`config.mk`:
```
export PLATFORM = sky130hd
export DESIGN_NAME = rv_soc_apb_decoder
export DESIGN_NICKNAME = d
export VERILOG_FILES = /design/src/rtl/rv_soc_apb_decoder.sv
export SDC_FILE = /design/constraint.sdc
export NUM_CORES = 1
export LEC_CHECK = 0
export CORE_AREA = 4 4 144 146
export CTS_BUF_LIST = sky130_fd_sc_hd__clkbuf_4 sky130_fd_sc_hd__clkbuf_8
export DETAILED_ROUTE_END_ITERATION = 6
export DIE_AREA = 0 0 148 150
export GPL_TIMING_DRIVEN = 0
export HOLD_SLACK_MARGIN = 0.06
export SYNTH_ARGS = -nofsm -noshare
export SYNTH_HDL_FRONTEND = slang
export SYNTH_SLANG_ARGS = --single-unit
```
`constraint.sdc`:
```
create_clock -name PCLK -period 2.7 [get_ports PCLK]
set_input_delay 0.54 -clock PCLK [delete_from_list [all_inputs] [get_ports PCLK]]
set_output_delay 0.54 -clock PCLK [all_outputs]
set_load 0.05 [all_outputs]
```
`src/rtl/rv_soc_apb_decoder.sv`:
```
// ---------------------------------------------------------------------------
// rv_soc_apb_decoder
//
// APB decoder/multiplexer connecting one APB master to SLAVES APB slaves.
// Each slave i claims an address when ((PADDR ^ slv_addr[i]) & slv_mask[i])
// is zero. If several slaves claim an address, the lowest index wins.
// Unmapped addresses get an immediate error response. A per-transfer
// watchdog ends a hung access with PSLVERR and raises a sticky flag.
//
// Ports
//   PCLK, PRESETn            clock, asynchronous active-low reset
//   PSEL/PENABLE/PADDR       master request
//   PRDATA/PREADY/PSLVERR    response to the master
//   slv_addr/slv_mask        base address and compare mask per slave
//   SLV_PSEL                 select per slave
//   SLV_PRDATA/PREADY/PSLVERR response from each slave
//   timeout_o                one-cycle pulse when the watchdog ends a transfer
//   tout_sticky_o/tout_clr_i sticky timeout flag and its clear
//
// Optional build macro RV_SOC_APB_DECODER_ERRLOG_EN adds a first-error log:
//   err_valid_o, err_addr_o, err_type_o (01 unmapped, 10 timeout,
//   11 slave PSLVERR). tout_clr_i also clears the log.
//
// Handshake: a transfer is a setup cycle (PSEL=1, PENABLE=0) followed by
// access cycles (PSEL=1, PENABLE=1). The transfer completes in the first
// access cycle where PREADY=1. PADDR is sampled only in the setup cycle.
// ---------------------------------------------------------------------------
module rv_soc_apb_decoder #(
    parameter int                    PADDR_SIZE = 16,
    parameter int                    PDATA_SIZE = 8,
    parameter int                    SLAVES     = 8,
    parameter int                    TIMEOUT    = 255,
    parameter logic [PDATA_SIZE-1:0] ERR_PRDATA = '0
) (
    input  logic                  PCLK,
    input  logic                  PRESETn,
    input  logic                  PSEL,
    input  logic                  PENABLE,
    input  logic [PADDR_SIZE-1:0] PADDR,
    output logic [PDATA_SIZE-1:0] PRDATA,
    output logic                  PREADY,
    output logic                  PSLVERR,
    input  logic [PADDR_SIZE-1:0] slv_addr    [SLAVES],
    input  logic [PADDR_SIZE-1:0] slv_mask    [SLAVES],
    output logic [SLAVES-1:0]     SLV_PSEL,
    input  logic [PDATA_SIZE-1:0] SLV_PRDATA  [SLAVES],
    input  logic [SLAVES-1:0]     SLV_PREADY,
    input  logic [SLAVES-1:0]     SLV_PSLVERR,
    output logic                  timeout_o,
    output logic                  tout_sticky_o,
    input  logic                  tout_clr_i
`ifdef RV_SOC_APB_DECODER_ERRLOG_EN
    ,
    output logic                  err_valid_o,
    output logic [PADDR_SIZE-1:0] err_addr_o,
    output logic [1:0]            err_type_o
`endif
);

    localparam int IDX_W = (SLAVES > 1) ? $clog2(SLAVES) : 1;
    // A zero TIMEOUT would give a zero-width counter; keep one bit unused.
    localparam int CNT_W = (TIMEOUT > 0) ? $clog2(TIMEOUT + 1) : 1;

    typedef enum logic [1:0] {
        ST_IDLE   = 2'd0,
        ST_ACCESS = 2'd1,
        ST_ABORT  = 2'd2
    } state_t;

    state_t             state_q, state_d;
    logic [IDX_W-1:0]   idx_q, idx_d;
    logic               hit_q, hit_d;
    logic [CNT_W-1:0]   cnt_q, cnt_d;
    logic               tout_sticky_q, tout_sticky_d;

    logic [IDX_W-1:0]   win_idx;
    logic               any_match;
    logic               wd_expired;
    logic               err_cmpl;
    logic [1:0]         err_kind;

    // Priority decode: scan from the top down so the lowest match is kept.
    always_comb begin
        win_idx   = '0;
        any_match = 1'b0;
        for (int i = SLAVES - 1; i >= 0; i--) begin
            if (((PADDR ^ slv_addr[i]) & slv_mask[i]) == '0) begin
                any_match = 1'b1;
                win_idx   = IDX_W'(i);
            end
        end
    end

    assign wd_expired = (TIMEOUT != 0) && (cnt_q == CNT_W'(TIMEOUT));

    always_comb begin
        state_d   = state_q;
        idx_d     = idx_q;
        hit_d     = hit_q;
        cnt_d     = cnt_q;
        SLV_PSEL  = '0;
        PREADY    = 1'b0;
        PSLVERR   = 1'b0;
        PRDATA    = '0;
        timeout_o = 1'b0;
        err_cmpl  = 1'b0;
        err_kind  = 2'b00;
        case (state_q)
            ST_IDLE: begin
                if (PSEL && any_match) SLV_PSEL[win_idx] = 1'b1;
                if (PSEL && !PENABLE) begin
                    idx_d   = win_idx;
                    hit_d   = any_match;
                    cnt_d   = '0;
                    state_d = ST_ACCESS;
                end
            end
            ST_ACCESS: begin
                SLV_PSEL[idx_q] = PSEL & hit_q;
                if (!PSEL) begin
                    // Master dropped the transfer: leave without a response.
                    state_d = ST_IDLE;
                end else if (!hit_q) begin
                    PREADY   = 1'b1;
                    PSLVERR  = 1'b1;
                    PRDATA   = ERR_PRDATA;
                    err_cmpl = 1'b1;
                    err_kind = 2'b01;
                    state_d  = ST_IDLE;
                end else if (SLV_PREADY[idx_q]) begin
                    // A slave completing on the watchdog cycle still wins.
                    PREADY   = 1'b1;
                    PSLVERR  = SLV_PSLVERR[idx_q];
                    PRDATA   = SLV_PRDATA[idx_q];
                    err_cmpl = SLV_PSLVERR[idx_q];
                    err_kind = 2'b11;
                    state_d  = ST_IDLE;
                end else if (wd_expired) begin
                    PREADY    = 1'b1;
                    PSLVERR   = 1'b1;
                    PRDATA    = ERR_PRDATA;
                    timeout_o = 1'b1;
                    err_cmpl  = 1'b1;
                    err_kind  = 2'b10;
                    state_d   = ST_ABORT;
                end else begin
                    // Wait state: slave data and error pass through.
                    PSLVERR = SLV_PSLVERR[idx_q];
                    PRDATA  = SLV_PRDATA[idx_q];
                    if (cnt_q != '1) cnt_d = cnt_q + CNT_W'(1);
                end
            end
            ST_ABORT: begin
                // One dead cycle so the hung slave sees its select drop.
                state_d = ST_IDLE;
            end
            default: state_d = ST_IDLE;
        endcase

        // Set wins over clear.
        if (timeout_o)       tout_sticky_d = 1'b1;
        else if (tout_clr_i) tout_sticky_d = 1'b0;
        else                 tout_sticky_d = tout_sticky_q;
    end

    always_ff @(posedge PCLK or negedge PRESETn) begin
        if (!PRESETn) begin
            state_q       <= ST_IDLE;
            idx_q         <= '0;
            hit_q         <= 1'b0;
            cnt_q         <= '0;
            tout_sticky_q <= 1'b0;
        end else begin
            state_q       <= state_d;
            idx_q         <= idx_d;
            hit_q         <= hit_d;
            cnt_q         <= cnt_d;
            tout_sticky_q <= tout_sticky_d;
        end
    end

    assign tout_sticky_o = tout_sticky_q;

`ifdef RV_SOC_APB_DECODER_ERRLOG_EN
    logic [PADDR_SIZE-1:0] addr_q, addr_d;
    logic                  err_valid_q, err_valid_d;
    logic [PADDR_SIZE-1:0] err_addr_q, err_addr_d;
    logic [1:0]            err_type_q, err_type_d;

    always_comb begin
        addr_d      = addr_q;
        err_valid_d = err_valid_q;
        err_addr_d  = err_addr_q;
        err_type_d  = err_type_q;
        if (state_q == ST_IDLE && PSEL && !PENABLE) addr_d = PADDR;
        // A new error in the clearing cycle is captured rather than lost.
        if (err_cmpl && (!err_valid_q || tout_clr_i)) begin
            err_valid_d = 1'b1;
            err_addr_d  = addr_q;
            err_type_d  = err_kind;
        end else if (tout_clr_i) begin
            err_valid_d = 1'b0;
            err_addr_d  = '0;
        end
    end

    always_ff @(posedge PCLK or negedge PRESETn) begin
        if (!PRESETn) begin
            addr_q      <= '0;
            err_valid_q <= 1'b0;
            err_addr_q  <= '0;
            err_type_q  <= 2'b00;
        end else begin
            addr_q      <= addr_d;
            err_valid_q <= err_valid_d;
            err_addr_q  <= err_addr_d;
            err_type_q  <= err_type_d;
        end
    end

    assign err_valid_o = err_valid_q;
    assign err_addr_o  = err_addr_q;
    assign err_type_o  = err_type_q;
`else
    // err_kind only feeds the error log.
    logic unused_err;
    assign unused_err = err_cmpl ^ (^err_kind);
`endif

endmodule

```
==> flow_summary.ini <==
[power_and_ir_drop]
power.density_cell_area_nw_per_um2 = 202
seqPwrFrac_pct = 15.4
p_leak_nw = 3.77
p_int_w = 0.00105
irDropWorstVdd_uv = 123
switching_share_pct = 37.4
pwr-share-comb_pct = 73.3
p_sw_w = 0.000629
pwr-share-clk_pct = 11.2

[floorplanning]
core_um2 = 19400
chipWidth_um = 148
dieArea_um2 = 22200
placement_rows = 51
die_y_um = 150
initial_core_util_pct = 17.8
ios = 377

[route]
num_vias = 5016
wl_um = 23200
drtIter0Drc = 193
ant_nets = 0
first_pass_iters = 5
wl_per_cell_um = 21.0
viasPerCell = 4.54
drc = 0

[grt]
overflow = 0
antenna_found_initial = 8
grt_pass1_vias = 5369
grt_max_degree = 16
track_usage_pct = 19.5
grt_pass1_wl_um = 32600

[timing]
max_slew_margin_pct = 54.7
slew_viol_final = 0
hold_violations = 0
fin_crit_sh_pct = 109
setup_ws_ps = -239
setup_tns_ps = -1150
rsz0062_at_grt = true
skew_ps = 1.13
whs_ps = 533
setup_viol_count_final = 6
fin_crit_ps = 2940
worst_pin_slew_ps = 677
fmax_mhz = 340

[critical_path]
start_kind = input pin
rr_endpoint = cnt_q[7]
startpoint = slv_addr[66]
path_cells = dlygate4sd2_1 > xor2_1 > a22oi_1 > nand4_1 > nor2_4 > nor3_2 > o31a_4 > o31ai_4 > buf_6
endpoint_kind = output port
reg2reg_slack_ps = 370
critical_path_class = input pin to output port
cp_top_family = compound AO/OA/AOI/OAI gates
max_stage_delay_ps = 420
timing.rr.start = idx_q[1]
crit_buf_inv = 2
r2r_cells = 7
critPathArrivalTime_ps = 2400
required_ps = 2160
cp_max_fo = 7
crit_slowest_cell = o31a_4

[logic_synthesis]
synth_area_per_cell_um2 = 7.89
synth-edff-count = 0
synth-seq-cells = 15
syn_nets = 797
async_flop_share_pct = 100
ys_warn_count = 0
seq_area_frac_synth_pct = 10.8
synth_area_um2 = 3460
yosysUniqueCellTypes = 43
synth_cells = 439
ys.flop_type = dfrtp_1

[cells_and_area]
final_area_um2 = 8330
nNetsFinal = 1192
register_area_um2 = 378
drive_gt1_share_pct = 24.7
fillerInstances = 2034
layout_common_cells = 136 x clkdlybuf4s50_1, 118 x xor2_1, 107 x dlygate4sd2_1
layout_commonest_cell = clkdlybuf4s50_1
syn_to_final_growth_pct = 141
multi_input_area_um2 = 3450

[status]
status = finished with violations
failed_checks = negative setup slack

[clock_tree]
clk_path_buf_depth = 2
ctsHoldBuffers = 0
cts_tree = done
cts_root_buf = clkbuf_8
clkTransAtPathRegs_ps = 60
clock_sinks = 15
ctsHtreeMaxLevel = 1
numCtsBuffers = 3
clk_latency_ps = 240

[min_path]
hold_path_end = tout_sticky_o
hold_depth = 2
hp-start = tout_sticky_o
min_path_type = register to register

[placed_design]
globalplace.congestion = 0.945
hpwl_um = 20200
port_buffers = 360
placed_area_um2 = 7680

[job]
max-cap-violations = 0
## state kept, by name, indices dropped and copies added, names as in the netlist
| register | cells |
|---|---|
| idx_q | 3 |
| hit_q | 1 |
| state_q | 2 |
| tout_sticky_o | 1 |
| cnt_q | 8 |
## cell usage after synthesis, types with 2 or more instances
cell / number / area, µm²
a211oi_1: 4 / 30.0
a21oi_1: 12 / 60.1
a221oi_1: 6 / 52.6
a22o_1: 9 / 78.8
a22oi_1: 66 / 495
and4_1: 2 / 17.5
buf_1: 3 / 11.3
buf_2: 16 / 80.1
clkbuf_1: 10 / 37.5
dfrtp_1: 15 / 375
inv_1: 5 / 18.8
mux2_2: 8 / 90.1
mux2i_1: 10 / 100
mux4_2: 3 / 67.6
nand2_1: 18 / 67.6
nand2b_1: 2 / 12.5
nand3_1: 9 / 45.0
nand4_1: 19 / 119
nor2_1: 38 / 143
nor2b_1: 7 / 43.8
nor3_1: 3 / 15.0
o211ai_1: 3 / 22.5
o21ai_0: 13 / 65.1
o31ai_1: 7 / 52.6
or3_1: 2 / 12.5
xor2_1: 132 / 1160
## kinds of logic after synthesis
| family | Yosys count | share of synthesized area, % |
|---|---|---|
| AOI/OAI and AO/OA | 126 | 26.6 |
| xor gates and xnor gates | 132 | 33.4 |
| adders and majority gates | 1 | 0.361 |
| buffers and inverters | 34 | 4.26 |
| DFF | 15 | 10.8 |
| muxes | 23 | 8.85 |
| and+or+nand+nor | 108 | 15.7 |
## metrics by stage
step	worst slack, ps	utilization, %	cells	power [W]
2_1_floorplan	-94.7	-	439	0.000776
3_3_place_gp	-1480	39.6	1064	0.00146
3_5_place_dp	-1490	39.6	1064	0.00147
4_1_cts	-291	41.1	1088	0.00167
5_1_grt	-350	42.9	1104	0.00180
6_report	-239	43.0	1105	0.00168
## layout make-up
| cell class | instances | share of cell area (%) |
|---|---|---|
| repair buffers | 393 | 44.8 |
| clock buffers | 4 | 0.586 |
| diodes | 7 | 0.210 |
| well taps | 265 | 3.98 |
| inverters | 5 | 0.225 |
| plain buffers | 26 | 4.19 |
| multi-input cells | 390 | 41.5 |
| flip-flops and latches | 15 | 4.53 |
## worst max path at each step
stage	endpoint	slack [ps]	cells past startpoint
CTS	SLV_PSEL[3]	-290	9
detailed placement	SLV_PSEL[7]	-1490	9
floorplan	SLV_PSEL[3]	-90	8
global route	SLV_PSEL[7]	-350	11
global placement	SLV_PSEL[7]	-1480	9
finish	SLV_PSEL[3]	-240	9
## metal layers
layer	vias to the layer above	track usage, %	routed length, µm
met4	4	3.14	292
met2	255	36.2	11700
met5	-	0	21
li1	2412	-	-
met1	2323	22.1	8870
met3	22	6.21	2310
## worst min-delay path: stages, from the launching register on
cell,delay (ps)
dfrtp_1,370
inv_1,50
o22ai_1,70
## what timing repair did
action                                  4_1_cts  5_1_grt
resized for setup                           448      100
endpoints found under the hold margin         0        0
pin swaps                                   140       85
setup buffers                                23       13
endpoints found under the setup margin       19       20
## power groups by stage
stage / clock (W) / sequential (W) / combinational [W]
floorplan: 0 / 0.000253 / 0.000523
global placement: 0 / 0.000258 / 0.00121
detailed placement: 0 / 0.000257 / 0.00121
CTS: 0.000194 / 0.000260 / 0.00121
global route: 0.000204 / 0.000264 / 0.00133
finish: 0.000189 / 0.000260 / 0.00123
(Power assumes the default switching activity.)
